**config.mk**
```make
export PLATFORM = sky130hd
export DESIGN_NAME = rand_key_collector
export DESIGN_NICKNAME = d
export VERILOG_FILES = /design/src/rtl/rand_key_collector.sv
export SDC_FILE = /design/constraint.sdc
export NUM_CORES = 1
export LEC_CHECK = 0
export BUFFER_PORTS_ARGS = -buffer_cell sky130_fd_sc_hd__buf_2
export CAP_MARGIN = 5
export CORE_MARGIN = 10
export CORE_UTILIZATION = 40
export CTS_CLUSTER_SIZE = 16
export DETAILED_ROUTE_END_ITERATION = 6
export MAX_ROUTING_LAYER = met4
export SLEW_MARGIN = 20
export SYNTH_ARGS = -nofsm -noshare
export SYNTH_HDL_FRONTEND = slang
export SYNTH_SLANG_ARGS = --single-unit
```
**constraint.sdc**
```tcl
create_clock -name clk -period 2.7 [get_ports clk]
set_clock_uncertainty 0.15 [all_clocks]
set_input_delay 0.54 -clock clk [delete_from_list [all_inputs] [get_ports clk]]
set_output_delay 0.54 -clock clk [all_outputs]
set_load 0.03 [all_outputs]
```
**src/rtl/rand_key_collector.sv**
```systemverilog
// Packs NUM_WORDS entropy words into a key register behind a valid/ack handshake
// and runs a repetition-count health test on the incoming stream.
module rand_key_collector #(
   parameter int NUM_WORDS = 8,
   parameter int REP_LIMIT = 4
) (
   input  logic                    clk,
   input  logic                    reset_n,
   input  logic                    enable,
   input  logic [31:0]             entropy_data,
   input  logic                    entropy_valid,
   output logic                    entropy_ack,
   input  logic                    key_reload,
   output logic [32*NUM_WORDS-1:0] key,
   output logic                    key_loaded,
   output logic                    alarm
);

   localparam int KW  = 32 * NUM_WORDS;
   localparam int WCW = $clog2(NUM_WORDS + 1);
   localparam int RCW = $clog2(REP_LIMIT + 1);
   localparam logic [WCW-1:0] WC_FULL = WCW'(NUM_WORDS);
   localparam logic [RCW-1:0] RC_LIM  = RCW'(REP_LIMIT);

   typedef enum logic [2:0] {IDLE, COLLECT, ACK, LOADED, ALARM} state_t;

   state_t           state, state_nxt;
   logic [WCW-1:0]   word_cnt;
   logic [RCW-1:0]   rep_cnt;
   logic [31:0]      prev_word;
   logic [KW-1:0]    key_reg;
   logic [KW-1:0]    key_shift;
   logic             take_word;
   logic             clear_cnt;

   // Oldest word migrates toward the MSBs as new words enter at [31:0].
   generate
      if (NUM_WORDS == 1) begin : g_single
         assign key_shift = entropy_data;
      end else begin : g_multi
         assign key_shift = {key_reg[KW-33:0], entropy_data};
      end
   endgenerate

   assign take_word = (state == COLLECT) && enable && entropy_valid;
   assign clear_cnt = (state == IDLE)
                    || ((state == LOADED) && enable && key_reload)
                    || ((state == ALARM) && key_reload);

   always_comb begin
      state_nxt = state;
      case (state)
         IDLE:    if (enable) state_nxt = COLLECT;
         COLLECT: begin
            if (!enable)            state_nxt = IDLE;
            else if (entropy_valid) state_nxt = ACK;
         end
         // Alarm takes priority so a repeat on the final word never loads.
         ACK: begin
            if (rep_cnt == RC_LIM)        state_nxt = ALARM;
            else if (word_cnt == WC_FULL) state_nxt = LOADED;
            else                          state_nxt = COLLECT;
         end
         LOADED: begin
            if (!enable)         state_nxt = IDLE;
            else if (key_reload) state_nxt = COLLECT;
         end
         ALARM:   if (key_reload) state_nxt = COLLECT;
         default: state_nxt = IDLE;
      endcase
   end

   always_ff @(posedge clk or negedge reset_n) begin
      if (!reset_n) begin
         state     <= IDLE;
         word_cnt  <= '0;
         rep_cnt   <= '0;
         prev_word <= '0;
         key_reg   <= '0;
      end else begin
         state <= state_nxt;
         if (clear_cnt) begin
            word_cnt <= '0;
            rep_cnt  <= '0;
            key_reg  <= '0;
         end else if (take_word) begin
            key_reg   <= key_shift;
            word_cnt  <= word_cnt + WCW'(1);
            rep_cnt   <= ((rep_cnt != '0) && (entropy_data == prev_word))
                         ? rep_cnt + RCW'(1) : RCW'(1);
            prev_word <= entropy_data;
         end else if (state == ALARM) begin
            key_reg <= '0;
         end
      end
   end

   assign entropy_ack = (state == ACK);
   assign key_loaded  = (state == LOADED);
   assign alarm       = (state == ALARM);
   assign key         = key_loaded ? key_reg : '0;

endmodule

```
==> results of run 1 <==
metrics by stage:
step | power (mW) | worst slack (ns) | hold WS [ns]
finish | 12.0 | -0.0502 | 0.0773
global route | 12.6 | -0.114 | 0.0658
CTS | 12.0 | -0.0319 | 0.0553
detailed placement | 7.76 | 0.383 | 0.320
global placement | 7.71 | 0.390 | 0.311
floorplan | 6.77 | 0.307 | 0.0944
worst register-to-register path: stages, from the launching register on:
cell	delay, ns
dfrtp_2	0.41
buf_4	0.16
nand3b_4	0.18
nor3b_4	0.49
buf_12	0.34
buf_12	0.29
a22o_1	0.19
cell type report:
| type | instances | area (sq um) | area share, % |
|---|---|---|---|
| well taps | 402 | 503 | 2.92 |
| clock buffers | 47 | 906 | 5.26 |
| flip-flops and latches | 298 | 7460 | 43.3 |
| repair buffers | 348 | 3160 | 18.4 |
| inverters | 5 | 18.8 | 0.109 |
| multi-input cells | 736 | 5090 | 29.6 |
| clock inverters | 8 | 70.1 | 0.407 |
cell usage after synthesis:
cell type	number
a2111oi_2	1
a21o_1	1
a21oi_1	4
a22o_1	225
a31oi_1	1
and2_1	256
and3b_1	1
buf_1	3
buf_2	36
buf_4	1
clkbuf_1	53
dfrtp_1	298
ha_1	4
inv_1	5
mux2i_1	1
nand2_1	167
nand2b_1	4
nand3_1	1
nand3b_1	1
nand3b_4	1
nand4_1	2
nor2_1	9
nor2b_1	1
nor3_1	4
nor3_2	1
nor3b_1	2
nor3b_4	1
nor4_1	7
o2111ai_1	1
o21ai_1	2
o31ai_1	1
o32ai_2	1
or3b_1	1
xnor2_1	2
xor2_1	33
metal layers:
layer	part of all wire, %	routed length [um]	vias up
met2	44	17700	354
met1	47	19000	4896
met4	2.2	876	0
met5	0	0	-
met3	6.1	2460	58
li1	-	-	4496
power breakdown:
| group | switching [mW] | internal, mW |
|---|---|---|
| clock network | 1.73 | 2.39 |
| registers | 0.339 | 4.87 |
| logic | 1.79 | 0.903 |
cell families after synthesis:
family                     after synthesis
and+or+nand+nor                        459
buffers and inverters                   98
xor gates and xnor gates                35
adders and majority gates                4
DFF                                    298
muxes                                    1
AOI/OAI and AO/OA                      237
timing repair:
| item | in CTS | in global routing |
|---|---|---|
| hold buffers | 1 | 0 |
| resized for setup | 146 | 290 |
| endpoints found under the setup margin | 257 | 232 |
| cloned | 3 | 11 |
| buffers inserted | 5 | 1 |
| pin swaps | 0 | 12 |
| endpoints found under the hold margin | 63 | 0 |
path summary, 6_finish.rpt:
check                                            to                   start  cells past startpoint  slack, ns
min in group asynchronous  key_reg[239]$_DFFE_PN0P_                 reset_n                      2       0.41
setup / recovery                            key[27]    state[2]$_DFFE_PN0P_                      5      -0.05
hold reg to reg              rep_cnt[0]$_DFFE_PN0P_  rep_cnt[0]$_DFFE_PN0P_                      1       0.33
max in group asynchronous   key_reg[60]$_DFFE_PN0P_                 reset_n                      3       1.25
setup reg to reg           key_reg[213]$_DFFE_PN0P_    state[2]$_DFFE_PN0P_                      6       0.42
hold / removal             prev_word[6]$_DFFE_PN0P_         entropy_data[6]                      3       0.08
==> out/qor.txt, run 1 <==
Post-Place Cell Area = 14800 sq um
Final core utilization = 54.5%
GR Util met3 = 3.24%
Most common cell after layout, fill and taps aside = dfrtp_1
Adder and majority cell fraction of the synthesized area = 0.392%
Slowest-stage cell, CP = dfrtp_2
Die Y = 199 um
Fin area = 17200 sq um
Root Buffer = clkbuf_16
Max cap viols = 0
Buf/Inv on CP = 3
Commonest cells after routing, fill and taps aside = dfrtp_1, a22o_1, and2_1, nand2_1, buf_2
#FFs+latches synth = 298
Flip-flop count of the largest register after layout = 256
Layout cell share with drive strength beyond 1 = 33.0%
Yosys warns = 0
Worst path cell trace = and3b_4 -> buf_6 -> buf_16 -> and2_1 -> buf_2
Routed WL = 40.0 mm
CP top delay family = simple AND/OR/NAND/NOR gates
Post-DP HPWL = 26.7 mm
Worst vdd rail ir drop = 0.477 mV
First-pass GRT wire length = 58.6 mm
Routed WL per cell = 21.7 um
Slew headroom = 59.4%
Final Cycle Share = 102%
Largest family of logic cells by synthesized area = simple AND/OR/NAND/NOR gates
Clock sink count = 298
Status = complete, but fails checks
Synth Area in Compound Gates = 16.2%
Largest area contributor in the netlist = dfrtp_1
TritonRoute pass-1 iters = 5
Global route hottest layer = met1
Share of the synthesized area in the top cell type = 58.4%
Simple-Gate Fraction of Synth Area = 19.3%
Crit. End Element = output port
Cell count after synthesis = 1132
Via count = 9804
Setup TNS Final = -1.84 ns
Tightest Pin Transition = 0.608 ns
Failing checks = setup timing
DRC = 0
RSZ-0062 raised after global routing = true
Count of pins over their slew limit = 0
Mean cell area of the mapped netlist = 11.3 sq um
Cell Pwr Density = 698 nW/um^2
Tmin final = 2.75 ns
Met2 Use GR = 27.0%
Final nets = 1461
RePlAce Congestion = 0.848
Detailed Route Iter0 Violations = 775
Met1 Resource Use GR = 28.1%
Clk Latency, worst-skew pair = 0.55 ns
All-layer global routing usage = 19.2%
Min-Delay Path Class = in -> reg
Final setup violation count = 84
Die Area = 39500 sq um
CTS max path bufs = 3
WP data required = 2.01 ns
Area Growth Syn to Fin = 34.8%
CP max FO = 22
Routed Antenna Nets = 0
Pin count of the biggest net entering global routing = 106
Library cells used by synthesis = 35
GRT Residual Overflow = 0
Port Buffer Count = 295
Synth Area in XOR/XNOR = 2.40%
Post-synthesis mux area share = 0.0784%
Num ports = 296
Initial antenna violation count = 0
Placed cell count = 1769
Final worst slack = -0.0502 ns
Number of global-route vias before repair = 9648
Initial Util = 40.5%
Final hold vios = 0
Reg clk slew, reported paths = 0.06 ns
CTS tree = built
Mapped Nets = 1173
Post-synthesis sequential area ratio = 58.4%
Die W = 199 um
FILL cells = 2703
Core Area = 31600 sq um
Arr. time, crit path = 2.06 ns
Synth top area cells = dfrtp_1, a22o_1, and2_1
H-tree Lvls = 1
Ant diodes = 0
Std cell rows = 65
Fmax = 364 MHz
Number of CTS-inserted buffers = 31
Cell Area, Synth = 12800 sq um
Leakage Power = 8.97 nW
Largest stage delay on the critical path = 0.41 ns
Worst setup SP type = flip-flop
Kind of critical path = reg -> out
Final Non-Filler Cells = 1844
Vias per cell = 5.32
No activity file was read; power rests on OpenSTA's default activity.
==> inputs of run 2 (changes only) <==
- CORE_UTILIZATION: 40 -> 43
- PLACE_DENSITY: not set -> 0.66
- clock period: 2.7 -> 3.1 ns (I/O delays scaled with it)
==> run 2 against run 1 <==
The run now ends clean. Sequential power shrank 12%. Via count is 1.3% lower. Non-clock buffer count fell by 26. First-iteration DRC count shrank 4.3%. Die area decreased by 6.3%.
==> out/qor.txt, run 2 (synthesized netlist as in run 1, its figures left out) <==
All-layer global routing usage = 19.7%
Detailed Route Iter0 Violations = 742
Worst hold stages = 3
WP depth = 4
Die Y = 192 um
Pre-CTS worst setup slack = 0.594 ns
Die W = 192 um
TritonRoute pass-1 iters = 7
Ant diodes = 0
CTS max path bufs = 3
CTS tree = built
Post-DP HPWL = 26.2 mm
Register-to-Register Path Depth = 6
Largest stage delay on the critical path = 0.47 ns
Port Buffer Count = 295
CP max FO = 113
Clock sink count = 298
HP Start = entropy_data[20]
WP data required = 2.33 ns
Reg clk slew, reported paths = 0.06 ns
Worst setup SP type = flip-flop
Buf/Inv on CP = 2
Initial Util = 43.3%
H-tree Lvls = 1
Worst reg2reg path startpoint = state[2]$_DFFE_PN0P_
Crit. End Element = output port
Slowest-stage cell, CP = dfrtp_2
Final Cycle Share = 96.9%
Std cell rows = 63
Clk Latency, worst-skew pair = 0.55 ns
Cell Pwr Density = 662 nW/um^2
Final worst slack = 0.0964 ns
Tmin final = 3.00 ns
Initial antenna violation count = 0
RePlAce Congestion = 0.845
Commonest cells after routing, fill and taps aside = dfrtp_1, buf_2, and2_1, a22o_1, nand2_1
Arr. time, crit path = 2.23 ns
GRT Residual Overflow = 0
Routed Antenna Nets = 0
Worst vdd rail ir drop = 0.404 mV
Most common cell after layout, fill and taps aside = dfrtp_1
Kind of critical path = reg -> out
Area Growth Syn to Fin = 23.9%
Vias per cell = 5.35
FILL cells = 2595
Leakage Power = 8.65 nW
Die Area = 37000 sq um
Max cap viols = 0
Number of CTS-inserted buffers = 30
Slew headroom = 61.5%
Min-Delay Path Class = in -> reg
DRC = 0
Status = finished clean
First-pass GRT wire length = 56.8 mm
Num ports = 296
Final nets = 1435
Flip-flop count of the largest register after layout = 256
CP top delay family = simple AND/OR/NAND/NOR gates
Hold WS = 0.156 ns
Number of global-route vias before repair = 9687
Via count = 9679
Routed WL per cell = 20.3 um
Root Buffer = clkbuf_16
Pin count of the biggest net entering global routing = 114
Final hold vios = 0
Worst path cell trace = and3b_4 -> buf_16 -> and2_1 -> buf_2
Core Area = 29500 sq um
Count of pins over their slew limit = 0
Tightest Pin Transition = 0.578 ns
Layout cell share with drive strength beyond 1 = 26.9%
Crit. Startpoint = state[2]$_DFFE_PN0P_
Final setup violation count = 0
Fmax = 333 MHz
Routed WL = 36.7 mm
run 2: changes by cell type in the layout (fill, tap and decap cells not counted), sizes merged:
| cell | change |
|---|---|
| clkinvlp | +1 |
| clkbuf | -16 |
| inv | +1 |
| and3b | +1 |
| buf | -18 |
| clkinv | +3 |
| bufinv | +4 |
run 2: worst paths after layout:
kind                                            end  slack (ns)
setup / recovery                           key[204]         0.1
min in group asynchronous  key_reg[107]$_DFFE_PN0P_        0.51
setup reg to reg             rep_cnt[1]$_DFFE_PN0P_        0.90
hold / removal              key_reg[20]$_DFFE_PN0P_        0.16
max in group asynchronous  key_reg[216]$_DFFE_PN0P_        1.36
hold reg to reg              rep_cnt[0]$_DFFE_PN0P_        0.33
run 2: metal layers:
metal / up-vias / track usage [%] / wire, um / share of wire, %
li1: 4430 / - / - / -
met1: 4782 / 27.9 / 16600 / 45
met2: 402 / 28.3 / 16200 / 44
met3: 65 / 3.70 / 2970 / 8.1
met4: 0 / 5.72 / 952 / 2.6
met5: - / - / 0 / 0
run 2: what timing repair did:
item | 4_1_cts | 5_1_grt
endpoints found under the hold margin | 63 | 0
resized for setup | 2 | 3
setup endpoints to repair | 4 | 169
setup buffers | 0 | 2
cloned | 0 | 1
hold buffers | 1 | 0
run 2: per-stage QoR:
stage	cell area (sq um)	power (mW)	utilization [%]	setup TNS (ns)	std cells
4_1_cts	15800	10.6	53.5	0	1805
2_1_floorplan	12800	5.89	-	0	1132
5_1_grt	15800	11.0	53.6	-0.000808	1808
3_3_place_gp	14700	6.63	49.8	0	1748
6_report	15800	10.5	53.6	0	1808
3_5_place_dp	14700	6.68	49.8	0	1748
run 2: final cells by class:
type / count / area [sq um] / area share [%]
flip-flops and latches: 298 / 7460 / 47.2
multi-input cells: 737 / 4910 / 31.1
repair buffers: 322 / 1870 / 11.8
clock buffers: 39 / 825 / 5.21
well taps: 390 / 488 / 3.09
clock inverters: 17 / 240 / 1.52
inverters: 5 / 18.8 / 0.119
run 2: worst register-to-register path: stages, from the launching register on:
cell and delay (ns):
dfrtp_2 0.47, nand3b_4 0.21, nor3b_4 0.28, buf_4 0.31, o2111ai_1 0.20, nor3_1 0.33, a22o_1 0.18
run 2: power breakdown:
part	internal (mW)	switching [mW]	total, mW	leakage, nW
Combinational	0.626	1.42	2.05	4.04
Sequential	4.24	0.329	4.57	4.09
Clock	2.30	1.55	3.85	0.515
Total	7.17	3.30	10.5	8.65
==> inputs of run 3 (changes only) <==
- ABC_AREA: not set -> 1
==> run 3 against run 2 <==
Sequential cell count is the same. Die area shrank 0.76%. Fmax grew 2.4%. Non-clock buffer count shrank 8. Global-route usage shrank 0.39 points. Area after synthesis shrank 0.84%. Count of clock-buffer cells in the layout grew 5. Utilization grew 0.14 points. Clock power shrank 1%. Largest power group unchanged.
==> out/qor.txt, run 3 <==
All-layer global routing usage = 19.3%
Commonest cells after routing, fill and taps aside = inv_1, dfrtp_1, buf_2, nor2_1, o22ai_1
Final Non-Filler Cells = 2096
Top FF cell, synth = dfrtp_1
First-pass GRT wire length = 56.4 mm
Routed WL per cell = 17.1 um
Met1 Resource Use GR = 27.0%
Final worst slack = 0.166 ns
Num ports = 296
CTS max path bufs = 3
Post-synth EDFFs = 0
Die Area = 36700 sq um
Register-to-Register Path Depth = 7
Asr flop ratio synth = 100%
Root Buffer = clkbuf_16
Arr. time, crit path = 2.16 ns
Initial antenna violation count = 1
Core Area = 28900 sq um
H-tree Lvls = 1
Library cells used by synthesis = 28
Cell count after synthesis = 1427
Largest area contributor in the netlist = dfrtp_1
Worst reg2reg path startpoint = state[0]$_DFFE_PN0P_
Worst setup SP type = flip-flop
Detailed Route Iter0 Violations = 759
Met2 Use GR = 28.4%
Crit. End Element = output port
Routed Antenna Nets = 0
Fin area = 15500 sq um
CP max FO = 148
Reg clk slew, reported paths = 0.06 ns
Crit. Startpoint = state[2]$_DFFE_PN0P_
Cell Pwr Density = 687 nW/um^2
Global route hottest layer = met2
Synth top area cells = dfrtp_1, o22ai_1, inv_1
Flip-flop count of the largest register after layout = 256
Initial Util = 43.9%
Leakage Power = 7.59 nW
Mapped Nets = 1468
Final Cycle Share = 94.7%
Min-Delay Path Class = in -> reg
DRC = 0
Final nets = 1728
Post-Place Cell Area = 14400 sq um
RePlAce Congestion = 0.836
Number of CTS-inserted buffers = 31
Post-synthesis sequential area ratio = 58.9%
Pin count of the biggest net entering global routing = 149
Count of pins over their slew limit = 0
Worst vdd rail ir drop = 0.630 mV
Final hold vios = 0
WP data required = 2.33 ns
Placed cell count = 2037
CTS tree = built
Yosys warns = 0
Port Buffer Count = 295
Vias per cell = 4.97
Setup TNS Final = 0 ns
Via count = 10400
Number of global-route vias before repair = 10300
GRT Residual Overflow = 0
RR Endpoint = key_reg[167]$_DFFE_PN0P_
Tmin final = 2.93 ns
Clock sink count = 298
Tightest Pin Transition = 0.764 ns
Share of the synthesized area in the top cell type = 58.9%
#FFs+latches synth = 298
R2r setup slk = 0.90 ns
Crit path capture = key[153]
Cell Area, Synth = 12700 sq um
Max cap viols = 0
RSZ-0062 raised after global routing = false
Hold WS = 0.153 ns
Slew headroom = 49.0%
Mean cell area of the mapped netlist = 8.87 sq um
Die W = 192 um
Kind of critical path = reg -> out
Clk Latency, worst-skew pair = 0.55 ns
Final setup violation count = 0
Status = finished clean
Pre-CTS worst setup slack = 0.672 ns
Post-DP HPWL = 24.9 mm
Fmax = 341 MHz
Die Y = 192 um
Std cell rows = 62
Area Growth Syn to Fin = 22.6%
Commonest cells post-synth = dfrtp_1, inv_1, nor2_1, o22ai_1, nand2_1
Layout cell share with drive strength beyond 1 = 22.3%
TritonRoute pass-1 iters = 7
Routed WL = 35.9 mm
GR Util met3 = 3.72%
==> run 3: kinds of logic (layout without fill, tap and decap cells) <==
group	after synthesis	in the layout	synth area share, %
DFF	298	298	58.9
AOI/OAI and AO/OA	282	282	13.4
adders and majority gates	4	4	0.395
and+or+nand+nor	434	434	13.3
buffers and inverters	391	675	12.7
other	0	1	0
xor gates and xnor gates	18	18	1.25
==> run 3: critical path, cell delays in order (launching register included) <==
cell,delay [ns]
dfrtp_1,0.42
nor2_2,0.22
nand2_4,0.11
buf_12,0.24
nor2_1,0.26
buf_2,0.25
==> run 3: area by class of cell <==
| class | instances | area, sq um |
|---|---|---|
| Tap cell | 384 | 480 |
| Clock inverter | 13 | 148 |
| Multi-Input combinational cell | 738 | 3610 |
| Sequential cell | 298 | 7460 |
| Antenna cell | 1 | 2.50 |
| Timing Repair Buffer | 314 | 1760 |
| Inverter | 304 | 1150 |
| Fill cell | 2701 | 13300 |
| Clock buffer | 44 | 915 |
==> run 3: worst min path at each step <==
stage | from | endpoint | slack (ns) | cells after the start
floorplan | reset_n | key_reg[0]$_DFFE_PN0P_ | 0.17 | 0
global placement | word_cnt[3]$_DFFE_PN0P_ | word_cnt[3]$_DFFE_PN0P_ | 0.31 | 1
detailed placement | word_cnt[3]$_DFFE_PN0P_ | word_cnt[3]$_DFFE_PN0P_ | 0.31 | 1
CTS | key_reload | state[2]$_DFFE_PN0P_ | 0.14 | 2
global route | key_reload | state[2]$_DFFE_PN0P_ | 0.16 | 2
finish | key_reload | state[2]$_DFFE_PN0P_ | 0.15 | 2
==> run 3: per-stage QoR <==
step / util (%) / power (mW)
6_report: 53.8 / 10.7
4_1_cts: 53.8 / 10.8
5_1_grt: 53.8 / 11.2
3_3_place_gp: 50.1 / 6.87
3_5_place_dp: 50.1 / 6.92
2_1_floorplan: - / 6.39
==> run 3: repair_timing <==
item                                   4_1_cts  5_1_grt
gates resized for setup                      0        0
hold buffers                                 1        0
endpoints found under the hold margin       51        0
setup endpoints to repair                    0        0
buffers inserted                             0        0
==> run 3: power by group <==
part	internal, mW	total (mW)	switching [mW]
clock network	2.29	3.81	1.52
registers	4.22	4.39	0.174
logic	0.726	2.46	1.73
total	7.24	10.7	3.42
==> run 3: routing by layer <==
| metal | part of all wire (%) | routed length (um) |
|---|---|---|
| met5 | 0 | 0 |
| met4 | 2.3 | 824 |
| met3 | 7.0 | 2530 |
| met2 | 44 | 15900 |
| met1 | 46 | 16600 |
